File: src/rtl/muldiv_seq_pkg.sv
// muldiv_seq_pkg: op codes, sequencer state encodings and shared helpers
// for the EX-stage multiply/divide sequencer.
package muldiv_seq_pkg;

  // ALU op codes (EXE_*_OP encoding) that the sequencer reacts to
  localparam logic [7:0] EXE_NOP_OP   = 8'b0000_0000;
  localparam logic [7:0] EXE_MULT_OP  = 8'b0001_1000;
  localparam logic [7:0] EXE_MULTU_OP = 8'b0001_1001;
  localparam logic [7:0] EXE_DIV_OP   = 8'b0001_1010;
  localparam logic [7:0] EXE_DIVU_OP  = 8'b0001_1011;

  // one quotient bit per cycle
  localparam int MD_DIV_ITER = 32;

  typedef enum logic [2:0] {
    MD_IDLE     = 3'd0,
    MD_DIV_RUN  = 3'd1,
    MD_DIV_DONE = 3'd2,
    MD_MUL_WAIT = 3'd3,
    MD_HOLD     = 3'd4
  } md_state_e;

  // absolute value when the op is signed, pass-through otherwise
  function automatic logic [31:0] mag(input logic [31:0] v, input logic sgn);
    return (sgn && v[31]) ? (~v + 32'd1) : v;
  endfunction

endpackage

File: src/rtl/muldiv_seq_div_radix2.sv
// div_radix2: unsigned radix-2 restoring divider, 32 iterations after start.
// A start pulse reloads the operands and restarts the iteration at any time,
// so an abandoned division never needs an explicit abort.
module div_radix2
  import muldiv_seq_pkg::*;
(
  input  logic        clk,
  input  logic        rst,
  input  logic        start,
  input  logic [31:0] dividend,
  input  logic [31:0] divisor,
  output logic [31:0] quotient,
  output logic [31:0] remainder,
  output logic        done
);

  logic [31:0] dvs, quo, rem;
  logic [4:0]  cnt;
  logic        run;
  logic [32:0] trial, diff;

  // shift the next dividend bit into the partial remainder and try a subtract
  assign trial = {rem, quo[31]};
  assign diff  = trial - {1'b0, dvs};

  // iteration state; a zero divisor never borrows, giving all-ones quotient
  // and the dividend as remainder
  always_ff @(posedge clk) begin
    if (!rst) begin
      dvs  <= '0;
      quo  <= '0;
      rem  <= '0;
      cnt  <= '0;
      run  <= 1'b0;
      done <= 1'b0;
    end else if (start) begin
      dvs  <= divisor;
      quo  <= dividend;
      rem  <= '0;
      cnt  <= '0;
      run  <= 1'b1;
      done <= 1'b0;
    end else if (run) begin
      rem  <= diff[32] ? trial[31:0] : diff[31:0];
      quo  <= {quo[30:0], ~diff[32]};
      cnt  <= cnt + 5'd1;
      if (cnt == 5'(MD_DIV_ITER - 1)) begin
        run  <= 1'b0;
        done <= 1'b1;
      end
    end else begin
      done <= 1'b0;
    end
  end

  assign quotient  = quo;
  assign remainder = rem;

endmodule

File: src/rtl/muldiv_seq.sv
// muldiv_seq: EX-stage MULT/MULTU/DIV/DIVU sequencer. Generates the EX stall
// and a {HI,LO} result with a valid strobe for the HILO write path.
// Build option MULT_PIPE_EN registers the multiplier (2-cycle MULT);
// without it MULT is a single-cycle combinational product with no stall.
module muldiv_seq
  import muldiv_seq_pkg::*;
(
  input  logic        clk,
  input  logic        rst,
  input  logic [7:0]  op_e,
  input  logic [31:0] num1_e,
  input  logic [31:0] num2_e,
  input  logic        flush_e,
  input  logic        stall_m,
  output logic        stall_e,
  output logic        res_valid_e,
  output logic [63:0] res_e,
  output logic        busy
);

  md_state_e   state;
  logic [4:0]  cnt;
  logic        neg_q, neg_r;
  logic [63:0] res_q;
  logic        is_div, is_mul, sgn_op, launch_div;
  logic [31:0] quo, rem, q_fix, r_fix;
  logic        div_done;
  logic [63:0] prod;

  assign is_div = (op_e == EXE_DIV_OP) || (op_e == EXE_DIVU_OP);
  assign is_mul = (op_e == EXE_MULT_OP) || (op_e == EXE_MULTU_OP);
  assign sgn_op = (op_e == EXE_DIV_OP) || (op_e == EXE_MULT_OP);

  // the divider samples its magnitudes in the launch cycle itself
  assign launch_div = rst && !flush_e && (state == MD_IDLE) && is_div;

  // one 64x64 multiplier serves both signed and unsigned by operand extension
  assign prod = {{32{sgn_op & num1_e[31]}}, num1_e} *
                {{32{sgn_op & num2_e[31]}}, num2_e};

  // quotient negative when signs differ, remainder follows the dividend
  assign q_fix = neg_q ? (~quo + 32'd1) : quo;
  assign r_fix = neg_r ? (~rem + 32'd1) : rem;

  div_radix2 u_div (
    .clk       (clk),
    .rst       (rst),
    .start     (launch_div),
    .dividend  (mag(num1_e, sgn_op)),
    .divisor   (mag(num2_e, sgn_op)),
    .quotient  (quo),
    .remainder (rem),
    .done      (div_done)
  );

  // sequencer FSM: reset beats flush, flush beats the downstream stall
  always_ff @(posedge clk) begin
    if (!rst) begin
      state <= MD_IDLE;
      cnt   <= '0;
      neg_q <= 1'b0;
      neg_r <= 1'b0;
      res_q <= '0;
    end else if (flush_e) begin
      state <= MD_IDLE;
      cnt   <= '0;
    end else begin
      case (state)
        MD_IDLE: begin
          if (is_div) begin
            state <= MD_DIV_RUN;
            cnt   <= '0;
            neg_q <= (op_e == EXE_DIV_OP) && (num1_e[31] ^ num2_e[31]);
            neg_r <= (op_e == EXE_DIV_OP) && num1_e[31];
          end
`ifdef MULT_PIPE_EN
          else if (is_mul) begin
            state <= MD_MUL_WAIT;
            res_q <= prod;
          end
`endif
        end
        MD_DIV_RUN: begin
          cnt <= cnt + 5'd1;
          if (cnt == 5'(MD_DIV_ITER - 1)) state <= MD_DIV_DONE;
        end
        MD_DIV_DONE: begin
          // keep the fixed-up result for HOLD
          res_q <= {r_fix, q_fix};
          state <= stall_m ? MD_HOLD : MD_IDLE;
        end
`ifdef MULT_PIPE_EN
        MD_MUL_WAIT: state <= stall_m ? MD_HOLD : MD_IDLE;
`endif
        MD_HOLD: if (!stall_m) state <= MD_IDLE;
        default: state <= MD_IDLE;
      endcase
    end
  end

  // outputs decode from state; flush and reset kill them in the same cycle
  always_comb begin
    stall_e     = 1'b0;
    res_valid_e = 1'b0;
    res_e       = res_q;
    busy        = 1'b0;
    if (!rst) begin
      res_e = '0;
    end else if (!flush_e) begin
      busy = (state != MD_IDLE);
      case (state)
        MD_IDLE: begin
`ifdef MULT_PIPE_EN
          stall_e = is_div | is_mul;
`else
          stall_e = is_div;
          if (is_mul) begin
            res_valid_e = 1'b1;
            res_e       = prod;
          end
`endif
        end
        MD_DIV_RUN:  stall_e = 1'b1;
        MD_DIV_DONE: begin
          res_valid_e = div_done;
          res_e       = {r_fix, q_fix};
        end
`ifdef MULT_PIPE_EN
        MD_MUL_WAIT: res_valid_e = 1'b1;
`endif
        MD_HOLD:     res_valid_e = 1'b1;
        default:     ;
      endcase
    end
  end

endmodule

File: config.mk
export PLATFORM = sky130hd
export DESIGN_NAME = muldiv_seq
export DESIGN_NICKNAME = d
export VERILOG_FILES = /design/src/rtl/muldiv_seq_pkg.sv /design/src/rtl/muldiv_seq_div_radix2.sv /design/src/rtl/muldiv_seq.sv
export SDC_FILE = /design/constraint.sdc
export NUM_CORES = 2
export LEC_CHECK = 0
export ABC_AREA = 1
export CORE_ASPECT_RATIO = 0.7
export CORE_MARGIN = 2
export CORE_UTILIZATION = 40
export DETAILED_ROUTE_END_ITERATION = 10
export MAX_ROUTING_LAYER = met4
export RECOVER_POWER = 100
export SLEW_MARGIN = 20
export SYNTH_ARGS = -nofsm -noshare
export SYNTH_HDL_FRONTEND = slang
export SYNTH_HIERARCHICAL = 1
export SYNTH_SLANG_ARGS = --single-unit
export TNS_END_PERCENT = 20
File: constraint.sdc
create_clock -name clk -period 13.3 [get_ports clk]
set_input_delay 1.995 -clock clk [delete_from_list [all_inputs] [get_ports clk]]
set_output_delay 1.995 -clock clk [all_outputs]
set_load 0.005 [all_outputs]
==> metrics.cfg <==
[logic_synthesis]
synth_edf_count = 0
synth.net_count = 8980
netlist_top_cells_count = inv_1, nand2_1, fa_1, nor2_1, a21oi_1
yosys_warnings = 6
synth_top_cell_area_share = 0.413
ys_seq_elements = 177
yosys.area.top_type = fa_1
syn_area_per_cell_um2 = 7.25
synth_area_leaders = fa_1, inv_1, nand2_1
ys.flop_type = dfxtp_1
synth.distinct_cells = 62
yosysMostFrequentCell = inv_1
async_reset_ff_frac = 0
ys_seq_area_frac = 0.0650
synth_cells = 7525
synth_area_mm2 = 0.0545

[sta]
slew_headroom = 0.280
clock_skew_ns = 0.0188
hold_violations = 0
tightest_slew_ns = 1.08
finalSetupViolCount = 0
fin_crit_ns = 13.02
fin_crit_sh = 0.979
drv_slew = 0
fmax_mhz = 76.8
setup_tns_ns = 0
whs_ns = 0.467
rsz0062_at_grt = true

[critical_path]
cp-start-kind = primary input
cp-end-kind = primary output
slowest_stage = fa_1
cp_data_arrival_time_ns = 11.03
cp_common_cell = fa_1
crit_start = op_e[3]
required_ns = 11.31
max_stage_delay_ns = 0.63
worstReg2RegStart = state[0]
critPathKind = primary input to primary output
worst-path-max-fanout = 18

[layout]
nets = 8981
syn_to_final_growth_pct = 8.32
drive_above_1_share = 0.0488
final_util = 0.436

[route]
vias_per_cell = 5.12
via_count = 47700
first_iter_violations = 4771
drt_wl_total_mm = 196
wl_per_cell_um = 21.0
drtAntennaViolNets = 0
drtPass1Iterations = 8
drcViolationCount = 0

[worst_hold_path]
min_from = u_div/dvs[30]
hp-class = register to register

[cts]
path_clk_slew_ns = 0.07
h-tree-depth = 4
clkLatencyLatePin_ns = 0.49
root_buffer = clkbuf_16
hold_buffers = 0
cts.sinks = 177
cts_buffers = 17
clock_path_buffers = 2
cts_tree = done

[grt]
antenna_found_initial = 9
grt_pass1_vias = 48300
grt_max_degree = 103
grt_usage = 0.298
grt_first_pass_wirelength_mm = 305
overflow = 0

[die]
fp.dieH_um = 313
start_util = 0.403
core_mm2 = 0.135
die_area_mm2 = 0.139
rows = 113
num_io_pins = 143
die_x_um = 445

[placed_design]
globalplace.congestion = 0.995
io_buffers = 142
hpwl_mm = 166

[run]
maxCapViolations = 0

[outcome]
run_status = complete, no violations

-- cells in the final DEF, fill, tap and decap left out, drive strengths merged, types with 10 or more instances in the layout --
cell type / n
a21oi: 287
a22oi: 15
a31oi: 13
buf: 224
clkbuf: 18
clkdlybuf4s50: 114
dfxtp: 177
fa: 1126
ha: 253
inv: 2078
nand2: 1966
nand3: 200
nand4: 40
nor2: 408
nor3: 47
nor4: 10
o211ai: 19
o21ai: 256
o21bai: 16
o221ai: 16
o22ai: 18
or2: 20
xnor2: 41
xor2: 96
-- worst max-delay path, delay by kind of cell --
| kind | cells | cell delay (ns) |
|---|---|---|
| compound gates | 7 | 1.76 |
| simple gates | 5 | 0.95 |
| buf+inv | 7 | 1.84 |
| fa+ha+maj | 9 | 4.44 |
-- cell families after synthesis --
logic type | after synthesis | synth area share
XOR/XNOR | 137 | 0.0220
adder cells (fa/ha/maj) | 1379 | 0.471
AND/OR/NAND/NOR | 2710 | 0.201
buffers and inverters | 2430 | 0.169
AO/OA/AOI/OAI | 692 | 0.0714
flip-flops | 177 | 0.0650
-- worst paths after layout --
check,end,slack [ns],depth (start not counted)
min,u_div/dvs[30],0.47,2
max,res_e[48],0.28,28
min reg2reg,u_div/dvs[30],0.47,2
max reg2reg,res_q[12],9.09,12
-- final cells by class --
type	count	area (um^2)
timing repair buffer	339	3060
antenna	7	17.5
sequential	177	3540
clock inverter	14	185
tap	1782	2230
multi-input combinational	4918	41800
inverter	2073	7780
fill	14000	76400
clock buffer	18	439
-- through the flow --
stage	setup slack (ns)	instances	cell area, um^2
floorplan	2.27	7525	54500
global placement	-0.0840	9288	58400
detailed placement	-0.0647	9288	58400
CTS	0.000459	9320	59000
global route	-0.0703	9326	59100
finish	0.276	9328	59100
-- routing by layer --
metal,up-vias,share of wire,track usage
met1,24000,0.48,0.453
met2,1832,0.42,0.427
met4,0,0.018,0.0505
li1,21700,-,-
met3,139,0.079,0.0397
met5,-,0,-
-- what timing repair did --
item / 4_1_cts / 5_1_grt
pin swaps: 0 / 1
setup endpoints to repair: 3 / 21
buffers inserted: 0 / 1
gates resized for setup: 2 / 18
-- flip-flops by register name, summed over array words and instances (netlist names) --
signal	cells
neg_r	1
u_div/remainder	32
state	3
cnt	5
u_div/cnt	5
u_div/quotient	32
res_q	64
u_div/run	1
u_div/dvs	32
neg_q	1
u_div/done	1
Power is not shown: default switching activity piles up to over one toggle a cycle in this logic, so the estimate is an artifact.
